===== config.mk =====
export PLATFORM = sky130hd
export DESIGN_NAME = serial_logic_seq
export DESIGN_NICKNAME = d
export VERILOG_FILES = /design/src/rtl/serial_logic_seq_pkg.sv /design/src/rtl/serial_logic_seq_logicunit.sv /design/src/rtl/serial_logic_seq.sv
export SDC_FILE = /design/constraint.sdc
export NUM_CORES = 1
export LEC_CHECK = 0
export BUFFER_PORTS_ARGS = -buffer_cell sky130_fd_sc_hd__buf_2
export CAP_MARGIN = 20
export CORE_ASPECT_RATIO = 2
export CORE_MARGIN = 5
export CORE_UTILIZATION = 48
export CTS_BUF_LIST = sky130_fd_sc_hd__clkbuf_8 sky130_fd_sc_hd__clkbuf_16
export DETAILED_ROUTE_END_ITERATION = 16
export PLACE_DENSITY_LB_ADDON = 0.05
export SLEW_MARGIN = 20
export SYNTH_ARGS = -nofsm -noshare
export SYNTH_HDL_FRONTEND = slang
export SYNTH_HIERARCHICAL = 1
export SYNTH_SLANG_ARGS = --single-unit
export TNS_END_PERCENT = 30

===== constraint.sdc =====
create_clock -name clk -period 1.55 [get_ports clk]
set_clock_uncertainty 0.05 [all_clocks]
set_input_delay 0.0775 -clock clk [delete_from_list [all_inputs] [get_ports clk]]
set_output_delay 0.0775 -clock clk [all_outputs]
set_load 0.005 [all_outputs]

===== src/rtl/serial_logic_seq_pkg.sv =====
// Shared definitions for the bit-serial logic sequencer: opcodes, FSM states
// and the single-bit logic function evaluated by the logicunit slice.
package serial_logic_seq_pkg;

  localparam logic [1:0] OP_AND = 2'b00;
  localparam logic [1:0] OP_OR  = 2'b01;
  localparam logic [1:0] OP_NOR = 2'b10;
  localparam logic [1:0] OP_XOR = 2'b11;

  typedef enum logic [1:0] {
    S_IDLE  = 2'b00,
    S_SHIFT = 2'b01,
    S_DONE  = 2'b10
  } state_e;

  function automatic logic lu_eval(input logic a, input logic b, input logic [1:0] op);
    logic y;
    case (op)
      OP_AND:  y = a & b;
      OP_OR:   y = a | b;
      OP_NOR:  y = ~(a | b);
      OP_XOR:  y = a ^ b;
      default: y = 1'b0;
    endcase
    return y;
  endfunction

endpackage


===== src/rtl/serial_logic_seq_logicunit.sv =====
// 1-bit logic slice: produces one result bit per cycle from one bit of each
// operand and the 2-bit op select.
module logicunit
  import serial_logic_seq_pkg::*;
(
  input  logic       a,
  input  logic       b,
  input  logic [1:0] control,
  output logic       y
);

  // Pure combinational evaluation of the selected logic function
  always_comb begin
    y = lu_eval(a, b, control);
  end

endmodule


===== src/rtl/serial_logic_seq.sv =====
// Bit-serial sequencer: accepts two operands, streams them LSB-first through
// one logicunit slice and presents the reassembled word with a zero flag.
module serial_logic_seq
  import serial_logic_seq_pkg::*;
#(
  parameter int WIDTH = 8
) (
  input  logic             clk,
  input  logic             rst_n,
  input  logic             in_valid,
  output logic             in_ready,
  input  logic [WIDTH-1:0] a,
  input  logic [WIDTH-1:0] b,
  input  logic [1:0]       control,
  output logic             out_valid,
  input  logic             out_ready,
  output logic [WIDTH-1:0] result,
  output logic             zero,
  output logic             busy
);

  localparam int CNT_W = $clog2(WIDTH + 1);
  localparam logic [CNT_W-1:0] LAST_CNT = CNT_W'(WIDTH - 1);

  state_e           state_r;
  state_e           state_s;
  logic [CNT_W-1:0] cnt_r;
  logic [WIDTH-1:0] a_sh_r;
  logic [WIDTH-1:0] b_sh_r;
  logic [WIDTH-1:0] res_sh_r;
  logic [WIDTH-1:0] res_next_s;
  logic [1:0]       op_r;
  logic             lu_y_s;
  logic             accept_s;
  logic             last_s;

  logicunit u_lu (
    .a       (a_sh_r[0]),
    .b       (b_sh_r[0]),
    .control (op_r),
    .y       (lu_y_s)
  );

  // Next-state decode and control strobes
  always_comb begin
    state_s  = state_r;
    accept_s = 1'b0;
    last_s   = 1'b0;
    case (state_r)
      S_IDLE: begin
        if (in_valid) begin
          state_s  = S_SHIFT;
          accept_s = 1'b1;
        end else begin
          state_s  = S_IDLE;
        end
      end
      S_SHIFT: begin
        if (cnt_r == LAST_CNT) begin
          state_s = S_DONE;
          last_s  = 1'b1;
        end else begin
          state_s = S_SHIFT;
        end
      end
      S_DONE: begin
        if (out_ready) begin
          state_s = S_IDLE;
        end else begin
          state_s = S_DONE;
        end
      end
      default: state_s = S_IDLE;
    endcase
  end

  // Result shifter: new bit enters at the MSB so the LSB-first stream lands in place
  always_comb begin
    res_next_s            = res_sh_r >> 1;
    res_next_s[WIDTH-1]   = lu_y_s;
  end

  // State register and registered handshake/status outputs
  always_ff @(posedge clk) begin
    if (!rst_n) begin
      state_r   <= S_IDLE;
      in_ready  <= 1'b1;
      out_valid <= 1'b0;
      busy      <= 1'b0;
    end else begin
      state_r   <= state_s;
      in_ready  <= (state_s == S_IDLE);
      out_valid <= (state_s == S_DONE);
      busy      <= (state_s == S_SHIFT) || (state_s == S_DONE);
    end
  end

  // Operand capture, serial shifting, bit counter and result load
  always_ff @(posedge clk) begin
    if (!rst_n) begin
      cnt_r    <= '0;
      a_sh_r   <= '0;
      b_sh_r   <= '0;
      res_sh_r <= '0;
      op_r     <= OP_AND;
      result   <= '0;
    end else begin
      if (accept_s) begin
        a_sh_r   <= a;
        b_sh_r   <= b;
        op_r     <= control;
        cnt_r    <= '0;
        res_sh_r <= '0;
      end else if (state_r == S_SHIFT) begin
        a_sh_r   <= a_sh_r >> 1;
        b_sh_r   <= b_sh_r >> 1;
        res_sh_r <= res_next_s;
        cnt_r    <= cnt_r + CNT_W'(1);
        if (last_s) begin
          result <= res_next_s;
        end
      end
    end
  end

  assign zero = ~|result;

endmodule


==> results.ini <==
[global_routing]
grt_max_degree = 24
grt_use_total = 0.174
grt_pass1_vias = 1537
overflow = 0
antenna_found_initial = 0
grt_pass1_wl_um = 6640

[cts]
clkSinkCount = 42
cts_tree = yes
htree_num_levels = 2
cts_buffers = 5
clk_pin_slew_worst_paths_ps = 80
clock_path_buffers = 2
clkLatencyLatePin_ps = 290
clock-root-buffer = clkbuf_8

[floorplanning]
start_util = 0.491
die-area_mm2 = 0.00503
core_mm2 = 0.00357
fp-row-count = 31
die_h_um = 95.5
die_x_um = 52.7
io_pins = 34

[pwr]
powerDensity_mw_per_mm2 = 901
irDropWorstVdd_v = 0.000871
power_mw = 2.10
leakagePower_nw = 1.03

[detailed_routing]
firstDrtPassIters = 4
wl_met3_um = 142
drtAntennaViolNets = 0
drcViolationCount = 0
routed.top_layer = met4
drt_iter0_drc = 21
drt-met1-wl_um = 1430
wire_per_inst_um = 13.2
route.met2.wl_um = 2250
routed_wl_um = 3890
vias = 1510
vias_per_cell = 5.12

[placement]
post-place-ws_ps = -6.94
post_dp_cell_area_mm2 = 0.00207
port_buffers = 33
dpl.cell_count = 270
dp_hpwl_um = 2910
place.gp.congestion = 0.818

[finish]
final_common_cell = dfxtp_1
final_nets = 272
antennaDiodeCount = 0
drive_gt1_frac = 0.268
stdcell_area_mm2 = 0.00233
fin_cells = 295
fillers = 338
area_delta_synth_final_pct = 33.2
layout_common_cells = dfxtp_1 (38), buf_2 (33), nand2_1 (32), dlygate4sd3_1 (16), nor2_1 (13)

[logic_synthesis]
ys_warn_count = 6
synthAdderAreaFrac = 0.0357
synth.area.top_cells = dfxtp_1 (48%), a221o_1 (6.9%), nand2_1 (6.9%), mux2i_1 (6.3%), and3_1 (4.3%)
muxShareOfSynthArea = 0.0628
synth-seq-area-share = 0.480
yosysTopAreaCell = dfxtp_1
synth_xor_area_frac = 0.00999
synthCells = 187
synth_area_per_cell_um2 = 9.37
synth_top_family_by_area = simple AND/OR/NAND/NOR gates
synth_top_area_frac = 0.480
ys_types = 31
synth-compound-area-share = 0.140
netlist_area_mm2 = 0.00175
ys_ff_latch = 42
synthSimpleGateAreaFrac = 0.221
syn_nets = 214

[timing]
layout_setup_ws_ps = 56.5
fin_crit_ps = 1490
rsz0062_at_grt = false
slew_headroom = 0.784
drv_slew = 0
worst_hold_slack_ps = 106
finalHoldViolations = 0
fmax_mhz = 670
tightest_slew_ps = 324
setup_viol = 0
period_share = 0.964

[run]
drv_cap = 0

[setup_path]
worst_ep_arrival_time_ps = 1630
start_kind = flop
criticalPathCategory = flop to flop
rr_worst_depth = 5
crit_required_ps = 1690
critPathMaxFanout = 3
end_kind = flop

[hold_path]
hold_path.class = input port to flop
holdPathStages = 2

[run_status]
outcome = finished clean

[worst paths after layout]
check         startpoint     endpoint  slack [ps]
max             cnt_r[0]         busy          60
min                rst_n    a_sh_r[0]         110
max reg2reg     cnt_r[0]         busy          60
min reg2reg  res_sh_r[1]  res_sh_r[1]         410
[flip-flops by register name, indices dropped and copies added, names as in the netlist, 2 cells and up]
signal	count
b_sh_r	8
state_r	2
cnt_r	4
res_sh_r	7
a_sh_r	8
result	8
op_r	2
[through the flow]
stage	utilization	TNS, ps
finish	0.654	0
global route	0.654	0
CTS	0.650	0
detailed placement	0.579	-6.94
global placement	0.579	0
floorplan	-	0
[Yosys cell counts (all sizes together)]
| cell type | instances |
|---|---|
| xor2 | 1 |
| nor2 | 13 |
| ha | 5 |
| nand2b | 3 |
| o221a | 2 |
| a22oi | 3 |
| nor3 | 1 |
| o21bai | 1 |
| nor3b | 3 |
| dfxtp | 42 |
| or3 | 1 |
| a21oi | 12 |
| nand3b | 1 |
| o21ai | 1 |
| a221o | 12 |
| nand3 | 1 |
| and3 | 12 |
| clkbuf | 4 |
| or4 | 2 |
| buf | 8 |
| a21o | 1 |
| nor2b | 3 |
| xnor2 | 1 |
| mux2i | 11 |
| and3b | 1 |
| inv | 6 |
| and2 | 4 |
| nand2 | 32 |
[critical path: stages (launching register included)]
cell	delay (ps)
dfxtp_2	330
ha_2	180
and3b_2	220
a22oi_2	210
ha_1	260
and2_1	150
[metal layers]
layer / track usage / up-vias
li1: - / 765
met1: 0.176 / 712
met2: 0.326 / 28
met5: 0 / -
met3: 0.0423 / 5
met4: 0.0682 / 0
[kinds of logic (layout without fill, tap and decap cells)]
kind of cell | after synthesis | in the layout
AOI/OAI and AO/OA | 32 | 32
and+or+nand+nor | 77 | 77
buffers and inverters | 18 | 77
DFF | 42 | 42
xor gates and xnor gates | 2 | 2
adders and majority gates | 5 | 5
muxes | 11 | 11
[power breakdown]
group / switching (mW) / total (mW) / internal, mW
Sequential: 0.0264 / 1.15 / 1.12
Clock: 0.358 / 0.710 / 0.353
Combinational: 0.111 / 0.248 / 0.137
Total: 0.495 / 2.10 / 1.61
[what timing repair did]
item,in CTS,in global routing
endpoints found under the setup margin,2,2
resized for setup,2,4
pin swaps,3,1
gates cloned,0,0
setup buffers,0,1
hold buffers,16,0
hold endpoints to repair,16,0
[area by class of cell]
cell class                 instances  area, µm²  area share
multi-input combinational        127        846       0.362
sequential                        42        846       0.362
clock inverter                     2       8.76     0.00375
inverter                           6       22.5     0.00965
clock buffer                       6       82.6      0.0354
timing repair buffer              63        468       0.200
tap                               49       61.3      0.0263
Power figures use the tool's default switching activity.
